<file path="src/rtl/button_event_queue_pkg.sv">
// -----------------------------------------------------------------------------
// button_event_queue_pkg
// Shared definitions for the button event path. Both button_event_queue and
// button_evt_fifo use them, and so can the synchronizer and the control FSM.
//   - clog2()        : ceiling log2 for sizing (clog2(1) = 0)
//   - evt_id_width() : width of a button index, never less than 1
//   - cnt_width()    : width needed to hold 0..max_value, never less than 1
//   - DEF_*          : default parameter values for the queue
// Configuration macro: BUTTON_EVT_DROP_CNT_EN (see button_event_queue).
// -----------------------------------------------------------------------------
package button_event_queue_pkg;

    localparam int DEF_BUTTON_WIDTH   = 5;
    localparam int DEF_LOCKOUT_CYCLES = 1000000;
    localparam int DEF_FIFO_DEPTH     = 8;
    localparam int DROP_CNT_W         = 8;

    function automatic int clog2(input int value);
        int r;
        int v;
        r = 0;
        v = value - 1;
        while (v > 0) begin
            r = r + 1;
            v = v >> 1;
        end
        return r;
    endfunction

    function automatic int evt_id_width(input int buttons);
        return (clog2(buttons) < 1) ? 1 : clog2(buttons);
    endfunction

    function automatic int cnt_width(input int max_value);
        return (clog2(max_value + 1) < 1) ? 1 : clog2(max_value + 1);
    endfunction

endpackage

</file>
<file path="src/rtl/button_evt_fifo.sv">
// -----------------------------------------------------------------------------
// button_evt_fifo
// Generic synchronous show-ahead FIFO. The head entry is always visible on
// oRdData. A read advances the head on the next clock edge.
// Parameters: P_DATA_WIDTH (entry width), P_DEPTH (entries, power of 2, >=2).
// Ports:
//   iClk, iRst : clock, synchronous active-high reset
//   iWrEn      : write request; it takes effect when not full, or when full
//                and a read happens in the same cycle
//   iWrData    : data to write
//   iRdEn      : read request; it is ignored while empty
//   oRdData    : head entry (entry[rd_ptr])
//   oEmpty     : occupancy is zero
//   oFull      : occupancy equals P_DEPTH
//   oCount     : occupancy, 0..P_DEPTH
// Handshake: a write is accepted when iWrEn is high and the FIFO is not full,
// or when it is full and a read is accepted in the same cycle. A read is
// accepted when iRdEn is high and the FIFO is not empty. An accepted write and
// an accepted read in the same cycle leave oCount unchanged.
// -----------------------------------------------------------------------------
module button_evt_fifo
    import button_event_queue_pkg::*;
#(
    parameter int P_DATA_WIDTH = 3,
    parameter int P_DEPTH      = 8
) (
    input  logic                      iClk,
    input  logic                      iRst,
    input  logic                      iWrEn,
    input  logic [P_DATA_WIDTH-1:0]   iWrData,
    input  logic                      iRdEn,
    output logic [P_DATA_WIDTH-1:0]   oRdData,
    output logic                      oEmpty,
    output logic                      oFull,
    output logic [clog2(P_DEPTH):0]   oCount
);

    localparam int PTR_W = clog2(P_DEPTH);
    localparam int CNT_W = PTR_W + 1;

    logic [P_DATA_WIDTH-1:0] mem [P_DEPTH];
    logic [PTR_W-1:0]        wr_ptr;
    logic [PTR_W-1:0]        rd_ptr;
    logic [CNT_W-1:0]        count;
    logic                    wr_ok;
    logic                    rd_ok;

    assign oEmpty  = (count == '0);
    assign oFull   = (count == CNT_W'(P_DEPTH));
    assign oCount  = count;
    assign oRdData = mem[rd_ptr];

    assign rd_ok = iRdEn && !oEmpty;
    // A full FIFO can still take a write when the head leaves in the same cycle.
    assign wr_ok = iWrEn && (!oFull || rd_ok);

    always_ff @(posedge iClk) begin
        if (iRst) begin
            wr_ptr <= '0;
            rd_ptr <= '0;
            count  <= '0;
            // Cleared so that the head reads as 0 after reset.
            for (int i = 0; i < P_DEPTH; i++) begin
                mem[i] <= '0;
            end
        end else begin
            if (wr_ok) begin
                mem[wr_ptr] <= iWrData;
                wr_ptr      <= wr_ptr + PTR_W'(1);
            end
            if (rd_ok) begin
                rd_ptr <= rd_ptr + PTR_W'(1);
            end
            case ({wr_ok, rd_ok})
                2'b10:   count <= count + CNT_W'(1);
                2'b01:   count <= count - CNT_W'(1);
                default: count <= count;
            endcase
        end
    end

endmodule

</file>
<file path="src/rtl/button_event_queue.sv">
// -----------------------------------------------------------------------------
// button_event_queue
// Takes per-button rising-edge pulses, which are already synchronized to iClk,
// and removes contact bounce with a per-button lockout window. Accepted presses
// are queued into a FIFO, lowest button index first, and presented to the
// consumer one button ID at a time.
// Parameters:
//   P_BUTTON_WIDTH   : number of buttons (>=2)
//   P_LOCKOUT_CYCLES : cycles during which edges are ignored after an accept
//                      (0 = no lockout)
//   P_FIFO_DEPTH     : event FIFO entries (power of 2, >=2)
// Ports:
//   iClk, iRst  : clock, synchronous active-high reset
//   iButtonEdge : one-cycle rising-edge pulses, one bit per button
//   oEvtValid   : a head event is available
//   iEvtReady   : consumer takes the head when oEvtValid & iEvtReady
//   oEvtId      : button index of the head event
//   oEvtCount   : FIFO occupancy
//   oOverflow   : sticky; an accepted press was merged into a pending one
//   oDropCnt    : (only with BUTTON_EVT_DROP_CNT_EN) saturating count of
//                 merged presses
// Handshake: oEvtValid/oEvtId are registered FIFO outputs. The head is consumed
// on a clock edge where oEvtValid and iEvtReady are both high. iEvtReady has no
// effect while oEvtValid is low. oEvtId is stable while oEvtValid is high and
// iEvtReady is low.
// -----------------------------------------------------------------------------
module button_event_queue
    import button_event_queue_pkg::*;
#(
    parameter int P_BUTTON_WIDTH   = DEF_BUTTON_WIDTH,
    parameter int P_LOCKOUT_CYCLES = DEF_LOCKOUT_CYCLES,
    parameter int P_FIFO_DEPTH     = DEF_FIFO_DEPTH
) (
    input  logic                                    iClk,
    input  logic                                    iRst,
    input  logic [P_BUTTON_WIDTH-1:0]               iButtonEdge,
    output logic                                    oEvtValid,
    input  logic                                    iEvtReady,
    output logic [evt_id_width(P_BUTTON_WIDTH)-1:0] oEvtId,
    output logic [clog2(P_FIFO_DEPTH):0]            oEvtCount,
    output logic                                    oOverflow
`ifdef BUTTON_EVT_DROP_CNT_EN
    ,
    output logic [DROP_CNT_W-1:0]                   oDropCnt
`endif
);

    localparam int                ID_W      = evt_id_width(P_BUTTON_WIDTH);
    localparam int                LOCK_W    = cnt_width(P_LOCKOUT_CYCLES);
    localparam logic [LOCK_W-1:0] LOCK_LOAD = LOCK_W'(P_LOCKOUT_CYCLES);

    logic [LOCK_W-1:0]         lock_cnt [P_BUTTON_WIDTH];
    logic [P_BUTTON_WIDTH-1:0] accept;
    logic [P_BUTTON_WIDTH-1:0] pend;
    logic [P_BUTTON_WIDTH-1:0] push_onehot;
    logic [P_BUTTON_WIDTH-1:0] push_clear;
    logic [P_BUTTON_WIDTH-1:0] merge;
    logic [ID_W-1:0]           push_id;
    logic                      push_en;
    logic                      pop_en;
    logic                      fifo_empty;
    logic                      fifo_full;

    // An edge is accepted only while its button's lockout counter is idle.
    always_comb begin
        accept = '0;
        for (int i = 0; i < P_BUTTON_WIDTH; i++) begin
            accept[i] = iButtonEdge[i] && (lock_cnt[i] == '0);
        end
    end

    // The counter loads on an accept and counts down to 0. With a load of L,
    // the next L cycles are masked.
    always_ff @(posedge iClk) begin
        if (iRst) begin
            for (int i = 0; i < P_BUTTON_WIDTH; i++) begin
                lock_cnt[i] <= '0;
            end
        end else begin
            for (int i = 0; i < P_BUTTON_WIDTH; i++) begin
                if (accept[i]) begin
                    lock_cnt[i] <= LOCK_LOAD;
                end else if (lock_cnt[i] != '0) begin
                    lock_cnt[i] <= lock_cnt[i] - LOCK_W'(1);
                end
            end
        end
    end

    // Priority encoder: the scan runs downward, so the lowest set bit is
    // written last and wins.
    always_comb begin
        push_onehot = '0;
        push_id     = '0;
        for (int i = P_BUTTON_WIDTH - 1; i >= 0; i--) begin
            if (pend[i]) begin
                push_onehot    = '0;
                push_onehot[i] = 1'b1;
                push_id        = ID_W'(i);
            end
        end
    end

    assign oEvtValid  = !fifo_empty;
    assign pop_en     = oEvtValid && iEvtReady;
    assign push_en    = (pend != '0) && (!fifo_full || pop_en);
    assign push_clear = push_en ? push_onehot : '0;
    // A new accept on a bit that is leaving pend this cycle is not a loss. It
    // simply becomes pending again.
    assign merge      = accept & pend & ~push_clear;

    always_ff @(posedge iClk) begin
        if (iRst) begin
            pend      <= '0;
            oOverflow <= 1'b0;
        end else begin
            pend <= (pend & ~push_clear) | accept;
            if (merge != '0) begin
                oOverflow <= 1'b1;
            end
        end
    end

`ifdef BUTTON_EVT_DROP_CNT_EN
    logic [DROP_CNT_W-1:0] drop_next;

    // Several merges in one cycle add their number, and the result saturates.
    always_comb begin
        int n;
        int total;
        n = 0;
        for (int i = 0; i < P_BUTTON_WIDTH; i++) begin
            n = n + int'(merge[i]);
        end
        total     = int'(oDropCnt) + n;
        drop_next = (total > 255) ? 8'hFF : DROP_CNT_W'(total);
    end

    always_ff @(posedge iClk) begin
        if (iRst) begin
            oDropCnt <= '0;
        end else begin
            oDropCnt <= drop_next;
        end
    end
`endif

    button_evt_fifo #(
        .P_DATA_WIDTH (ID_W),
        .P_DEPTH      (P_FIFO_DEPTH)
    ) u_fifo (
        .iClk    (iClk),
        .iRst    (iRst),
        .iWrEn   (push_en),
        .iWrData (push_id),
        .iRdEn   (pop_en),
        .oRdData (oEvtId),
        .oEmpty  (fifo_empty),
        .oFull   (fifo_full),
        .oCount  (oEvtCount)
    );

endmodule
</file>
<file path="config.mk">
export PLATFORM = sky130hd
export DESIGN_NAME = button_event_queue
export DESIGN_NICKNAME = d
export VERILOG_FILES = /design/src/rtl/button_event_queue_pkg.sv /design/src/rtl/button_evt_fifo.sv /design/src/rtl/button_event_queue.sv
export SDC_FILE = /design/constraint.sdc
export NUM_CORES = 1
export LEC_CHECK = 0
export CORE_ASPECT_RATIO = 0.9
export CORE_UTILIZATION = 35
export DETAILED_ROUTE_END_ITERATION = 12
export GPL_TIMING_DRIVEN = 0
export PLACE_DENSITY = 0.51
export REMOVE_ABC_BUFFERS = 1
export SKIP_LAST_GASP = 1
export SYNTH_ARGS = -nofsm -noshare
export SYNTH_HDL_FRONTEND = slang
export SYNTH_SLANG_ARGS = --single-unit
</file>
<file path="constraint.sdc">
create_clock -name iClk -period 5.75 [get_ports iClk]
set_input_delay 1.15 -clock iClk [delete_from_list [all_inputs] [get_ports iClk]]
set_output_delay 1.15 -clock iClk [all_outputs]
set_load 0.005 [all_outputs]
</file>
==> results_dict.tcl <==
set metrics [dict create \
    status "completed" \
    internal_power_mw 2.73 \
    clkPwrFrac_pct 24.5 \
    dpl.hpwl_um 10400 \
    ff2ff_path_depth 6 \
    fin_worst_skew_ps 10.8 \
    synth_simple_gate_area_share_pct 21.8 \
    grt_pass1_wl_um 25500 \
    path_buf_inv 2 \
    syn-instance-count 694 \
    dieWidth_um 156 \
    ctsLongestPathBuffers 2 \
    syn_area_per_cell_um2 10.8 \
    critPathSlowestCell "inv_1" \
    tightestPinTransition_ps 1150 \
    synth.ff_latch_count 143 \
    synth_compound_area_share_pct 7.20 \
    worstPathRequired_ps 5620 \
    cp.arrival_ps 4040 \
    yosys.area.top_type "edfxtp_1" \
    synth_commonest_cells "nor2_1, edfxtp_1, nand2_1" \
    total_leakage_power_nw 3.08 \
    yosysTopAreaCellShare_pct 49.7 \
    hold_path_startpoint "u_fifo.oCount[3]" \
    synthTopCellsByArea "edfxtp_1, nor2_1, dfxtp_1" \
    viasPerCell 5.18 \
    power.share.switching_pct 36.0 \
    synth_edf_count 124 \
    synth_cell_type_count 58 \
    async_flop_share_pct 0 \
    path_max_fanout 26 \
    synth_area_um2 7490 \
    powerDensity_nw_per_um2 503 \
    nets 731 \
    slowest_delay_ps 960 \
    cp_top_family "buffers and inverters" \
    drc 0 \
    synth_sequential_area_ratio_pct 54.8 \
    whs_ps 528 \
    synthMuxAreaShare_pct 2.66 \
    cts_buffers 17 \
    fin_tns_setup_ps 0 \
    p_seq_share_pct 40.7 \
    grt_usage_pct 14.7 \
    io_buffers 16 \
    synth_most_common_cell "nor2_1" \
    finalMaxSlewViolations 0 \
    synth-xor-area-share_pct 9.36 \
    die_area_um2 22000 \
    timing.rr.start "lock_cnt[4][0]" \
    grt_max_degree 29 \
    min_path_type "flip-flop to flip-flop" \
    max-cap-violations 0 \
    synth_fa_ha_area_share_pct 2.34 \
    ys_warn_count 0 \
    pin_count 17 \
    post_drt_wl_per_cell_um 15.1 \
    clk_latency_ps 420 \
    grt_pass1_vias 5152 \
    finalSetupViolations 0 \
    startpoint "iRst" \
    clkTransAtPathRegs_ps 60 \
    core-area_um2 20900 \
    synth_top_family_by_area "simple AND/OR/NAND/NOR gates" \
    drt_pass1_iterations 5 \
    timing.fmax_ghz 0.240 \
    start_util_pct 35.8 \
    cts_tree "built" \
    antenna_cells 0 \
    hold_path_depth 2 \
    max-vdd-ir-drop_mv 0.225 \
    path_depth 3 \
    fin_area_um2 8490 \
    synth_ff_type "edfxtp_1" \
    cts-resized-gates 0 \
    drive_gt1_share_pct 8.73 \
    die_height_um 141 \
    routed_wl_um 15200 \
    num-fill-cells 2046 \
    drtIter0Drc 258 \
    p_switching_mw 1.54 \
    worstSetupStartpointType "primary input" \
    hold_viol 0 \
    dpl_cell_area_um2 7930 \
    path_cells "clkdlybuf4s50_1 -> inv_1 -> nand3_1" \
    cts_setup_buffers 0 \
    rsz0062_at_grt "false" \
    critical_path.endpoint_type "flip-flop" \
    antenna_found_initial 0 \
    antenna_left 0 \
    row_count 50 \
    area_growth_pct 13.4 \
    vias 5220 \
    p_comb_share_pct 34.8 \
    critical_path_class "primary input to flip-flop" \
    fin_crit_ps 4170 \
    routabilityCongestion 0.804 \
    cts_sinks 143 \
    grt.overflow.total 0 \
    period_share_pct 72.5 \
    cts-htree-levels 4 \
    cts_hold_buf 0 \
    clockRootBuffer "clkbuf_16" \
    relSlewSlack_pct 22.1 \
    power_mw 4.27 \
]
-- cell usage in the layout (no fill, tap or decap), types with 4 or more instances in the layout --
cell type	synthesis	layout
a21oi_1	42	42
edfxtp_1	124	124
nor3_1	22	22
nand3_1	12	12
clkdlybuf4s50_1	0	16
o21ba_2	4	4
nor4_1	20	20
or3_1	15	15
inv_1	15	15
nand2b_1	7	7
o21ai_0	16	15
inv_4	0	4
mux4_2	6	6
or2_2	4	4
ha_1	14	14
clkinv_2	0	4
xor2_1	37	37
nor2_1	136	136
nand3b_1	4	4
nand4_1	6	6
a31oi_1	6	6
xnor2_1	43	43
clkbuf_16	0	19
dfxtp_1	19	19
nand2_1	44	44
or4_1	20	20
nor2b_1	5	5
-- path summary, 6_finish.rpt --
kind,slack [ps],endpoint
min,530,u_fifo.oCount[3]
max,1580,lock_cnt[4][7]
max reg2reg,2120,lock_cnt[4][7]
min reg2reg,530,u_fifo.oCount[3]
-- cell type report --
cell class	instances	area (um2)	share of cell area (%)
clock buffers	20	479	5.65
clock inverters	12	77.6	0.914
inverters	15	56.3	0.663
multi-input cells	515	3240	38.2
flip-flops and latches	143	4100	48.4
well taps	286	358	4.22
repair buffers	17	168	1.98
-- routing by layer --
metal	up-vias	wire (um)	global-route usage [%]	share of wire, %
met3	11	502	3.29	3.3
met1	2548	7470	19.7	49
met4	0	167	4.64	1.1
met5	-	0	0	0
met2	86	7090	23.6	47
li1	2575	-	-	-
-- cell families after synthesis --
group           after synthesis
simple gates                322
flops                       143
xor+xnor                     80
compound gates               87
fa+ha+maj                    14
mux                          12
buf+inv                      36
-- power by group through the flow --
stage               clock network, mW  registers (mW)  logic, mW
finish                           1.05            1.74       1.48
global route                     1.10            1.78       1.68
CTS                              1.07            1.73       1.50
detailed placement                  0            1.75       1.49
global placement                    0            1.73       1.44
floorplan                           0            1.68       1.18
-- worst min-delay path: stages (launching register included) --
cell,delay [ps]
dfxtp_1,340
o21ai_0,90
a21oi_1,60
-- flip-flops by register name, summed over array words and instances (netlist names), named ones only --
register / count
lock_cnt: 100
u_fifo.mem: 24
pend: 5
u_fifo.oCount: 4
u_fifo.rd_ptr: 3
u_fifo.wr_ptr: 3
oOverflow: 1
-- per-stage QoR --
stage | setup WS [ps] | util [%] | instances
2_1_floorplan | 2450 | - | 673
6_report | 1580 | 40.6 | 1008
3_5_place_dp | 1000 | 38.0 | 976
3_3_place_gp | 1110 | 37.9 | 975
4_1_cts | 1470 | 40.6 | 1008
5_1_grt | 1240 | 40.6 | 1008
(Power assumes the default switching activity.)
